File: src/rtl/mm_s2mm_loader.sv
// Splits a 2*M*M-beat AXI-stream frame into the A buffer (first M*M beats), then B. Write strobes trail the beat by 1 cycle.
// tready is registered and drops while both buffers are full; it returns the cycle after done_ack.
// MM_LOADER_TLAST_CHECK_EN adds tlast framing checks with early/missing error pulses.
module mm_s2mm_loader #(
    parameter  int D_W = 8,
    parameter  int M   = 8,
    localparam int AW  = $clog2(M*M)
) (
    input  logic           mm_clk,
    input  logic           mm_rst_n,
    input  logic           s_axis_s2mm_tvalid,
    input  logic [31:0]    s_axis_s2mm_tdata,
    input  logic           s_axis_s2mm_tlast,
    output logic           s_axis_s2mm_tready,
    output logic           a_wr_en,
    output logic [AW-1:0]  a_wr_addr,
    output logic [D_W-1:0] a_wr_data,
    output logic           b_wr_en,
    output logic [AW-1:0]  b_wr_addr,
    output logic [D_W-1:0] b_wr_data,
    output logic           load_done,
    input  logic           done_ack,
    output logic           err_early_last,
    output logic           err_missing_last
);

    typedef enum logic [1:0] {
        LOAD_A = 2'd0,
        LOAD_B = 2'd1,
        DONE   = 2'd2
    } state_t;

    localparam logic [AW-1:0] CNT_LAST = AW'(M*M-1);

    state_t         state_q;
    logic [AW-1:0]  cnt_q;
    logic [AW-1:0]  cnt_d;
    logic           tready_q;
    logic           a_wr_en_q;
    logic [AW-1:0]  a_wr_addr_q;
    logic [D_W-1:0] a_wr_data_q;
    logic           b_wr_en_q;
    logic [AW-1:0]  b_wr_addr_q;
    logic [D_W-1:0] b_wr_data_q;
    logic           load_done_q;
    logic           beat_acc;
    logic           cnt_last;
    logic           unused_bits;

    assign beat_acc    = s_axis_s2mm_tvalid && tready_q;
    assign cnt_last    = (cnt_q == CNT_LAST);
    assign cnt_d       = cnt_last ? '0 : cnt_q + AW'(1);
    // Only the low operand bits are stored; tlast is also unused when the check is compiled out.
    assign unused_bits = ^{s_axis_s2mm_tdata[31:D_W], s_axis_s2mm_tlast};

`ifdef MM_LOADER_TLAST_CHECK_EN
    logic err_early_q;
    logic err_missing_q;
`endif

    always_ff @(posedge mm_clk or negedge mm_rst_n) begin
        if (!mm_rst_n) begin
            state_q     <= LOAD_A;
            cnt_q       <= '0;
            tready_q    <= 1'b0;
            a_wr_en_q   <= 1'b0;
            a_wr_addr_q <= '0;
            a_wr_data_q <= '0;
            b_wr_en_q   <= 1'b0;
            b_wr_addr_q <= '0;
            b_wr_data_q <= '0;
            load_done_q <= 1'b0;
`ifdef MM_LOADER_TLAST_CHECK_EN
            err_early_q   <= 1'b0;
            err_missing_q <= 1'b0;
`endif
        end else begin
            a_wr_en_q <= 1'b0;
            b_wr_en_q <= 1'b0;
`ifdef MM_LOADER_TLAST_CHECK_EN
            err_early_q   <= 1'b0;
            err_missing_q <= 1'b0;
`endif
            case (state_q)
                LOAD_A: begin
                    tready_q <= 1'b1;
                    if (beat_acc) begin
                        a_wr_en_q   <= 1'b1;
                        a_wr_addr_q <= cnt_q;
                        a_wr_data_q <= s_axis_s2mm_tdata[D_W-1:0];
                        cnt_q       <= cnt_d;
                        if (cnt_last) state_q <= LOAD_B;
`ifdef MM_LOADER_TLAST_CHECK_EN
                        // Any tlast inside the A half is premature: keep the beat, restart the frame.
                        if (s_axis_s2mm_tlast) begin
                            err_early_q <= 1'b1;
                            cnt_q       <= '0;
                            state_q     <= LOAD_A;
                        end
`endif
                    end
                end
                LOAD_B: begin
                    tready_q <= 1'b1;
                    if (beat_acc) begin
                        b_wr_en_q   <= 1'b1;
                        b_wr_addr_q <= cnt_q;
                        b_wr_data_q <= s_axis_s2mm_tdata[D_W-1:0];
                        cnt_q       <= cnt_d;
                        if (cnt_last) begin
                            state_q  <= DONE;
                            tready_q <= 1'b0;
                        end
`ifdef MM_LOADER_TLAST_CHECK_EN
                        if (cnt_last && !s_axis_s2mm_tlast) err_missing_q <= 1'b1;
                        if (!cnt_last && s_axis_s2mm_tlast) begin
                            err_early_q <= 1'b1;
                            cnt_q       <= '0;
                            state_q     <= LOAD_A;
                        end
`endif
                    end
                end
                DONE: begin
                    // First DONE cycle carries the final B strobe, so load_done lands one cycle later.
                    tready_q    <= 1'b0;
                    load_done_q <= 1'b1;
                    if (done_ack) begin
                        state_q     <= LOAD_A;
                        tready_q    <= 1'b1;
                        load_done_q <= 1'b0;
                    end
                end
                default: begin
                    state_q     <= LOAD_A;
                    cnt_q       <= '0;
                    tready_q    <= 1'b0;
                    load_done_q <= 1'b0;
                end
            endcase
        end
    end

    assign s_axis_s2mm_tready = tready_q;
    assign a_wr_en            = a_wr_en_q;
    assign a_wr_addr          = a_wr_addr_q;
    assign a_wr_data          = a_wr_data_q;
    assign b_wr_en            = b_wr_en_q;
    assign b_wr_addr          = b_wr_addr_q;
    assign b_wr_data          = b_wr_data_q;
    assign load_done          = load_done_q;

`ifdef MM_LOADER_TLAST_CHECK_EN
    assign err_early_last   = err_early_q;
    assign err_missing_last = err_missing_q;
`else
    assign err_early_last   = 1'b0;
    assign err_missing_last = 1'b0;
`endif

endmodule

File: config.mk
export PLATFORM = sky130hd
export DESIGN_NAME = mm_s2mm_loader
export DESIGN_NICKNAME = d
export VERILOG_FILES = /design/src/rtl/mm_s2mm_loader.sv
export SDC_FILE = /design/constraint.sdc
export NUM_CORES = 1
export LEC_CHECK = 0
export CAP_MARGIN = 20
export CORE_UTILIZATION = 35
export CTS_CLUSTER_DIAMETER = 150
export DETAILED_ROUTE_END_ITERATION = 16
export MAX_ROUTING_LAYER = met4
export PLACE_DENSITY = 0.73
export SETUP_SLACK_MARGIN = 0.05
export SYNTH_ARGS = -nofsm -noshare
export SYNTH_HDL_FRONTEND = slang
export SYNTH_SLANG_ARGS = --single-unit
File: constraint.sdc
create_clock -name mm_clk -period 4.15 [get_ports mm_clk]
set_input_delay 1.245 -clock mm_clk [delete_from_list [all_inputs] [get_ports mm_clk]]
set_output_delay 1.245 -clock mm_clk [all_outputs]
set_load 0.005 [all_outputs]
==> results of run 1 <==
-- cell usage in the layout, fill, tap and decap left out, types with 2 or more instances in the layout --
| cell | netlist | layout |
|---|---|---|
| sky130_fd_sc_hd__mux2i_1 | 2 | 2 |
| sky130_fd_sc_hd__nand2_1 | 6 | 6 |
| sky130_fd_sc_hd__o21ai_0 | 5 | 5 |
| sky130_fd_sc_hd__conb_1 | 1 | 2 |
| sky130_fd_sc_hd__mux2_4 | 17 | 17 |
| sky130_fd_sc_hd__nor3_1 | 2 | 2 |
| sky130_fd_sc_hd__clkinv_2 | 0 | 2 |
| sky130_fd_sc_hd__mux2_1 | 10 | 10 |
| sky130_fd_sc_hd__inv_1 | 3 | 3 |
| sky130_fd_sc_hd__dfrtp_1 | 40 | 40 |
| sky130_fd_sc_hd__clkdlybuf4s50_1 | 0 | 42 |
| sky130_fd_sc_hd__o21ai_1 | 3 | 3 |
| sky130_fd_sc_hd__nor2_1 | 2 | 2 |
| sky130_fd_sc_hd__mux2_2 | 3 | 3 |
| sky130_fd_sc_hd__nand3_1 | 7 | 7 |
| sky130_fd_sc_hd__clkbuf_8 | 0 | 5 |
-- final cells by class --
type / count / area share
multi-input cells: 72 / 0.293
well taps: 67 / 0.0368
repair buffers: 43 / 0.187
flip-flops and latches: 40 / 0.440
clock inverters: 3 / 0.00825
clock buffers: 5 / 0.0302
inverters: 3 / 0.00495
-- routing by layer --
metal | up-vias | wire, um | GRT usage
li1 | 507 | - | -
met1 | 538 | 1390 | 0.161
met2 | 37 | 1670 | 0.241
met3 | 5 | 152 | 0.0472
met4 | 0 | 48 | 0.0458
met5 | - | 0 | -
-- worst paths after layout --
| path | start | to | slack [ns] | cells after the start |
|---|---|---|---|---|
| max | s_axis_s2mm_tvalid | a_wr_data[1]$_DFFE_PN0P_ | 1.51 | 4 |
| min | a_wr_addr[5]$_DFFE_PN0P_ | a_wr_addr[5]$_DFFE_PN0P_ | 0.49 | 1 |
| max reg2reg | state_q[1]$_DFFE_PN0P_ | a_wr_data[1]$_DFFE_PN0P_ | 2.46 | 3 |
| min reg2reg | a_wr_addr[5]$_DFFE_PN0P_ | a_wr_addr[5]$_DFFE_PN0P_ | 0.49 | 1 |
| max in group asynchronous | mm_rst_n | load_done$_DFFE_PN0N_ | 2.55 | 1 |
| min in group asynchronous | mm_rst_n | a_wr_data[6]$_DFFE_PN0P_ | 1.05 | 1 |
-- cells in the mapped netlist --
cell / instances
sky130_fd_sc_hd__buf_2: 1
sky130_fd_sc_hd__or4_1: 1
sky130_fd_sc_hd__nand2_4: 1
sky130_fd_sc_hd__ha_1: 1
sky130_fd_sc_hd__a22oi_1: 1
sky130_fd_sc_hd__dfrtp_1: 40
sky130_fd_sc_hd__buf_4: 2
sky130_fd_sc_hd__mux2i_1: 2
sky130_fd_sc_hd__nor2_4: 1
sky130_fd_sc_hd__o21ai_0: 5
sky130_fd_sc_hd__and3b_2: 1
sky130_fd_sc_hd__conb_1: 1
sky130_fd_sc_hd__nor2_1: 2
sky130_fd_sc_hd__a21o_1: 1
sky130_fd_sc_hd__inv_1: 3
sky130_fd_sc_hd__nor2b_1: 1
sky130_fd_sc_hd__buf_6: 2
sky130_fd_sc_hd__mux2_1: 10
sky130_fd_sc_hd__mux2_2: 3
sky130_fd_sc_hd__nand3_1: 7
sky130_fd_sc_hd__nand2_1: 6
sky130_fd_sc_hd__nand2b_1: 1
sky130_fd_sc_hd__xor2_1: 1
sky130_fd_sc_hd__o21ai_1: 3
sky130_fd_sc_hd__mux2_4: 17
sky130_fd_sc_hd__nand3b_4: 1
sky130_fd_sc_hd__o211ai_1: 1
sky130_fd_sc_hd__or2_1: 1
sky130_fd_sc_hd__nor3_1: 2
-- critical path, cell delays in order --
cell	delay (ns)
sky130_fd_sc_hd__clkdlybuf4s50_1	0.55
sky130_fd_sc_hd__nand3b_4	0.17
sky130_fd_sc_hd__nor2_4	0.46
sky130_fd_sc_hd__mux2_1	0.38
-- power by group through the flow --
stage                     sequential [mW]  clock, mW  combinational, mW
after floorplan                     0.503          0             0.0956
after global placement              0.513          0              0.195
after detailed placement            0.519          0              0.200
after CTS                           0.512      0.261              0.201
after global routing                0.522      0.277              0.217
final                               0.510      0.252              0.197
-- registers in the layout, summed over array words and instances, names as in the netlist --
register and cells:
state_q 2, a_wr_en 1, a_wr_data 8, b_wr_addr 6, cnt_q 6, a_wr_addr 6, b_wr_en 1, b_wr_data 8
load_done 1, s_axis_s2mm_tready 1
-- cells by family (layout without fill, tap and decap cells) --
| logic type | count (synthesis) | count (layout) |
|---|---|---|
| simple gates | 25 | 25 |
| mux | 32 | 32 |
| xor+xnor | 1 | 1 |
| compound gates | 11 | 11 |
| buf+inv | 8 | 54 |
| flops | 40 | 40 |
| fa+ha+maj | 1 | 1 |
| other cells | 1 | 2 |
-- through the flow --
| step | utilization | worst slack [ns] |
|---|---|---|
| 3_3_place_gp | 0.463 | 1.21 |
| 3_5_place_dp | 0.463 | 1.17 |
| 2_1_floorplan | - | 1.99 |
| 4_1_cts | 0.482 | 1.48 |
| 6_report | 0.482 | 1.51 |
| 5_1_grt | 0.482 | 1.43 |
==> results.sh, run 1 <==
export IMPL_status="completed"
export IMPL_final_cells=233
export IMPL_grt_antenna_before_repair=0
export IMPL_flow_area_growth_from_synthesis_pct=32.5
export IMPL_post_drt_via_cell_ratio=4.67
export IMPL_min_period_ns=2.64
export IMPL_first_global_vias=1161
export IMPL_synth_simple_gate_area_frac=0.0896
export IMPL_cts_buffers_inserted=5
export IMPL_grt_max_degree=41
export IMPL_final_fill_count=418
export IMPL_hold_worst_slack_ns=0.492
export IMPL_seq_pwr_share=0.532
export IMPL_drtAntennaViolNets=0
export IMPL_track_usage=0.143
export IMPL_comb_power_share=0.206
export IMPL_cts_sinks=40
export IMPL_postCtsSetupBuffers=0
export IMPL_syn_mean_instance_area_um2=14.4
export IMPL_grt_ovfl_total=0
export IMPL_synth_cell_area_um2=1720
export IMPL_drt_total_wl_um=3260
export IMPL_number_of_input_and_output_port_buffers_inserted=43
export IMPL_rsz_0062_raised_after_global_routing="false"
export IMPL_crit_path_start_kind="input pin"
export IMPL_synth_ff_latch_count=40
export IMPL_grt_first_pass_wirelength_um=5450
export IMPL_cts_tree="built"
export IMPL_final_min_period_over_clock_period=0.637
export IMPL_post_drt_wl_per_cell_um=14.0
export IMPL_dr_pass1_iters=4
export IMPL_syn_inst=119
export IMPL_criticalPathCategory="input pin to flip-flop"
export IMPL_ir_drop_v=0.000151
export IMPL_dpl_hpwl_um=2320
export IMPL_starting_density_of_the_core=0.364
export IMPL_p_total_mw=0.959
export IMPL_yosysSeqAreaShare=0.583
export IMPL_core_area_um2=4720
export IMPL_fin_skew_ns=0.0104
export IMPL_layout_area_seq_um2=1000
export IMPL_postPlaceCellArea_um2=2190
export IMPL_count_of_pins_on_the_block_boundary=71
export IMPL_routed_via_count=1087
export IMPL_synth_top_cell_area_share=0.583
export IMPL_fin_area_um2=2280
export IMPL_power_leakage_nw=1.06
export IMPL_placedCellCount=225
export IMPL_die_height_um=72.1
export IMPL_relSlewSlack=0.426
export IMPL_main_combinational_cell_family_by_area_after_synthesis="multiplexers"
export IMPL_critical_path_peak_fanout=15
export IMPL_gp_congestion=0.799
export IMPL_hold_viol_final=0
export IMPL_power_per_cell_area_nw_per_um2=421
export IMPL_detail_route_iter0_violations=50
export IMPL_finalMaxSlewViolations=0
export IMPL_power_switching_mw=0.260
export IMPL_synth_distinct_cells=29
export IMPL_cts_clk_slew_worst_paths_ns=0.07
export IMPL_nNetsFinal=203
export IMPL_setup_viol=0
export IMPL_synthAdderAreaFrac=0.00728
export IMPL_drc=0
export IMPL_post_cts_resize_count=0
export IMPL_yosys_area_top_type="sky130_fd_sc_hd__dfrtp_1"
export IMPL_cts_root_buf="sky130_fd_sc_hd__clkbuf_8"
export IMPL_clk_path_buf_depth=2
export IMPL_synthesis_yosys_warnings=0
export IMPL_cellInternalPower_mw=0.699
export IMPL_timing_setup_tns_ns=0
export IMPL_clock_tree_htree_level_count=2
export IMPL_die_area_um2=5190
export IMPL_power_clock_fraction=0.262
export IMPL_power_switching_fraction=0.271
export IMPL_postCtsHoldBufs=0
export IMPL_netlist_top_cells_area="sky130_fd_sc_hd__dfrtp_1 (58%), sky130_fd_sc_hd__mux2_4 (15%), sky130_fd_sc_hd__mux2_1 (6.6%), sky130_fd_sc_hd__nand3_1 (2.0%), sky130_fd_sc_hd__mux2_2 (2.0%)"
export IMPL_synth_compound_area_frac=0.0364
export IMPL_insertedDiodeCount=0
export IMPL_timing_critical_path_required_ns=4.32
export IMPL_crit_path_end_kind="flip-flop"
export IMPL_cp_arrival_ns=2.82
export IMPL_cap_viol_max_count=0
export IMPL_clock_fmax_mhz=378
export IMPL_min_path_type="flip-flop to flip-flop"
export IMPL_core_rowCount=25
export IMPL_tightest_slew_ns=0.861
export IMPL_multi_input_comb_area_um2=667
export IMPL_drive_gt1_frac=0.199
export IMPL_clk_insertion_delay_late_ns=0.30
export IMPL_synth_xor_area_share=0.00510
export IMPL_die_width_um=72.1
export IMPL_yosys_mux_area_fraction=0.245
(Power assumes the default switching activity.)
==> run 2: changes to the inputs <==
PLACE_DENSITY = 0.75   (was 0.73)
clock period = 2.35 ns   (was 4.15 ns; I/O delays follow)
==> run 2 against run 1 <==
Clock skew down 0.0073 ns. Clock-buffer cell count grew 2. Critical path type is now flip-flop to primary output. Routed wire length fell by 4.3%.
==> results.sh, run 2 (synthesized netlist as in run 1, its figures left out) <==
export IMPL_status="completed"
export IMPL_dpl_hpwl_um=2160
export IMPL_power_per_cell_area_nw_per_um2=749
export IMPL_drtAntennaViolNets=0
export IMPL_number_of_input_and_output_port_buffers_inserted=43
export IMPL_timing_setup_tns_ns=0
export IMPL_mostFrequentLayoutCell="sky130_fd_sc_hd__clkdlybuf4s50_1"
export IMPL_first_global_vias=1021
export IMPL_insertedDiodeCount=0
export IMPL_gp_congestion=0.778
export IMPL_clock_tree_htree_level_count=2
export IMPL_critical_path_cell_count=1
export IMPL_hold_worst_slack_ns=0.450
export IMPL_postCtsSetupBuffers=0
export IMPL_grt_max_degree=41
export IMPL_crit_path_cell_trace="clkdlybuf4s50_1"
export IMPL_count_of_pins_on_the_block_boundary=71
export IMPL_critical_path_peak_fanout=4
export IMPL_clk_insertion_delay_late_ns=0.30
export IMPL_crit_path_end_kind="primary output"
export IMPL_die_width_um=72.1
export IMPL_critical_path_start="s_axis_s2mm_tready$_DFF_PN0_"
export IMPL_nNetsFinal=206
export IMPL_slowest_delay_ns=0.53
export IMPL_clk_path_buf_depth=2
export IMPL_timing_critical_path_required_ns=1.64
export IMPL_p_total_mw=1.74
export IMPL_min_path_type="input pin to asynchronous set/reset pin"
export IMPL_min_period_ns=1.95
export IMPL_die_height_um=72.1
export IMPL_cp_arrival_ns=1.25
export IMPL_cts_sinks=40
export IMPL_hold_viol_final=0
export IMPL_detail_route_iter0_violations=93
export IMPL_rr_worst_depth=4
export IMPL_die_area_um2=5190
export IMPL_fin_skew_ns=0.00307
export IMPL_dr_pass1_iters=4
export IMPL_grt_ovfl_total=0
export IMPL_final_min_period_over_clock_period=0.831
export IMPL_drt_total_wl_um=3120
export IMPL_cap_viol_max_count=0
export IMPL_post_drt_via_cell_ratio=4.48
export IMPL_critPathBufInv=1
export IMPL_post_cts_resize_count=0
export IMPL_postCtsHoldBufs=0
export IMPL_starting_density_of_the_core=0.364
export IMPL_setup_reg_to_reg_worst_slack_ns=0.64
export IMPL_drive_gt1_frac=0.207
export IMPL_grt_first_pass_wirelength_um=4960
export IMPL_drc=0
export IMPL_layout_cells_most_common_list="sky130_fd_sc_hd__clkdlybuf4s50_1 (42), sky130_fd_sc_hd__dfrtp_1 (40), sky130_fd_sc_hd__mux2_4 (17)"
export IMPL_regToRegStartpoint="cnt_q[0]$_DFFE_PN0P_"
export IMPL_power_leakage_nw=1.08
export IMPL_cts_root_buf="sky130_fd_sc_hd__clkbuf_8"
export IMPL_cts_tree="built"
export IMPL_flow_area_growth_from_synthesis_pct=34.9
export IMPL_criticalPathCategory="flip-flop to primary output"
export IMPL_ir_drop_v=0.000255
export IMPL_track_usage=0.133
export IMPL_finalMaxSlewViolations=0
export IMPL_setup_viol=0
export IMPL_cts_clk_slew_worst_paths_ns=0.08
export IMPL_crit_end="s_axis_s2mm_tready"
export IMPL_rsz_0062_raised_after_global_routing="false"
export IMPL_crit_slowest_cell="sky130_fd_sc_hd__clkdlybuf4s50_1"
export IMPL_post_drt_wl_per_cell_um=13.2
export IMPL_crit_path_start_kind="flip-flop"
export IMPL_grt_antenna_before_repair=0
export IMPL_crit_family="buffers and inverters"
export IMPL_clock_fmax_mhz=512
export IMPL_cts_buffers_inserted=5
export IMPL_routed_via_count=1057
export IMPL_core_area_um2=4720
export IMPL_core_rowCount=25
export IMPL_r2r_end="state_q[0]$_DFFE_PN0P_"
==> run 2: changes by cell type in the layout (fill, tap and decap cells not counted), sizes merged <==
cell	before	now
clkinvlp	0	1
clkinv	3	0
clkbuf	5	7
buf	1	4
==> run 2: routing by layer <==
| metal | vias up | part of all wire | global-route usage |
|---|---|---|---|
| met5 | - | 0 | - |
| met4 | 0 | 0.019 | 0.0654 |
| met3 | 7 | 0.040 | 0.0347 |
| met2 | 32 | 0.45 | 0.189 |
| met1 | 508 | 0.49 | 0.176 |
| li1 | 510 | - | - |
==> run 2: worst min-delay path by stage <==
| stage | to | start | cells past startpoint | slack [ns] |
|---|---|---|---|---|
| after floorplan | a_wr_addr[0]$_DFFE_PN0P_ | mm_rst_n | 0 | 0.41 |
| after global placement | a_wr_data[0]$_DFFE_PN0P_ | a_wr_data[0]$_DFFE_PN0P_ | 1 | 0.47 |
| after detailed placement | a_wr_data[1]$_DFFE_PN0P_ | a_wr_data[1]$_DFFE_PN0P_ | 1 | 0.48 |
| after CTS | a_wr_addr[5]$_DFFE_PN0P_ | mm_rst_n | 2 | 0.46 |
| after global routing | b_wr_data[5]$_DFFE_PN0P_ | mm_rst_n | 2 | 0.50 |
| final | a_wr_data[6]$_DFFE_PN0P_ | mm_rst_n | 2 | 0.45 |
==> run 2: per-stage QoR <==
step	cells	area (um2)	setup slack [ns]	util
floorplan	120	1720	0.734	-
global placement	228	2220	0.128	0.471
detailed placement	228	2220	0.115	0.471
CTS	236	2320	0.392	0.491
global route	236	2320	0.352	0.491
finish	236	2320	0.397	0.491
==> run 2: power by group <==
part           switching, mW  leakage (nW)  internal (mW)
sequential             0.109         0.511          0.791
clock                  0.241        0.0445          0.239
combinational          0.114         0.524          0.244
total                  0.463          1.08           1.27
==> run 2: final cells by class <==
| class | instances | area (um2) |
|---|---|---|
| Fill cell | 422 | 2410 |
| Clock buffer | 7 | 86.3 |
| Multi-Input combinational cell | 72 | 667 |
| Sequential cell | 40 | 1000 |
| Clock inverter | 1 | 7.51 |
| Inverter | 3 | 11.3 |
| Tap cell | 67 | 83.8 |
| Timing Repair Buffer | 46 | 460 |
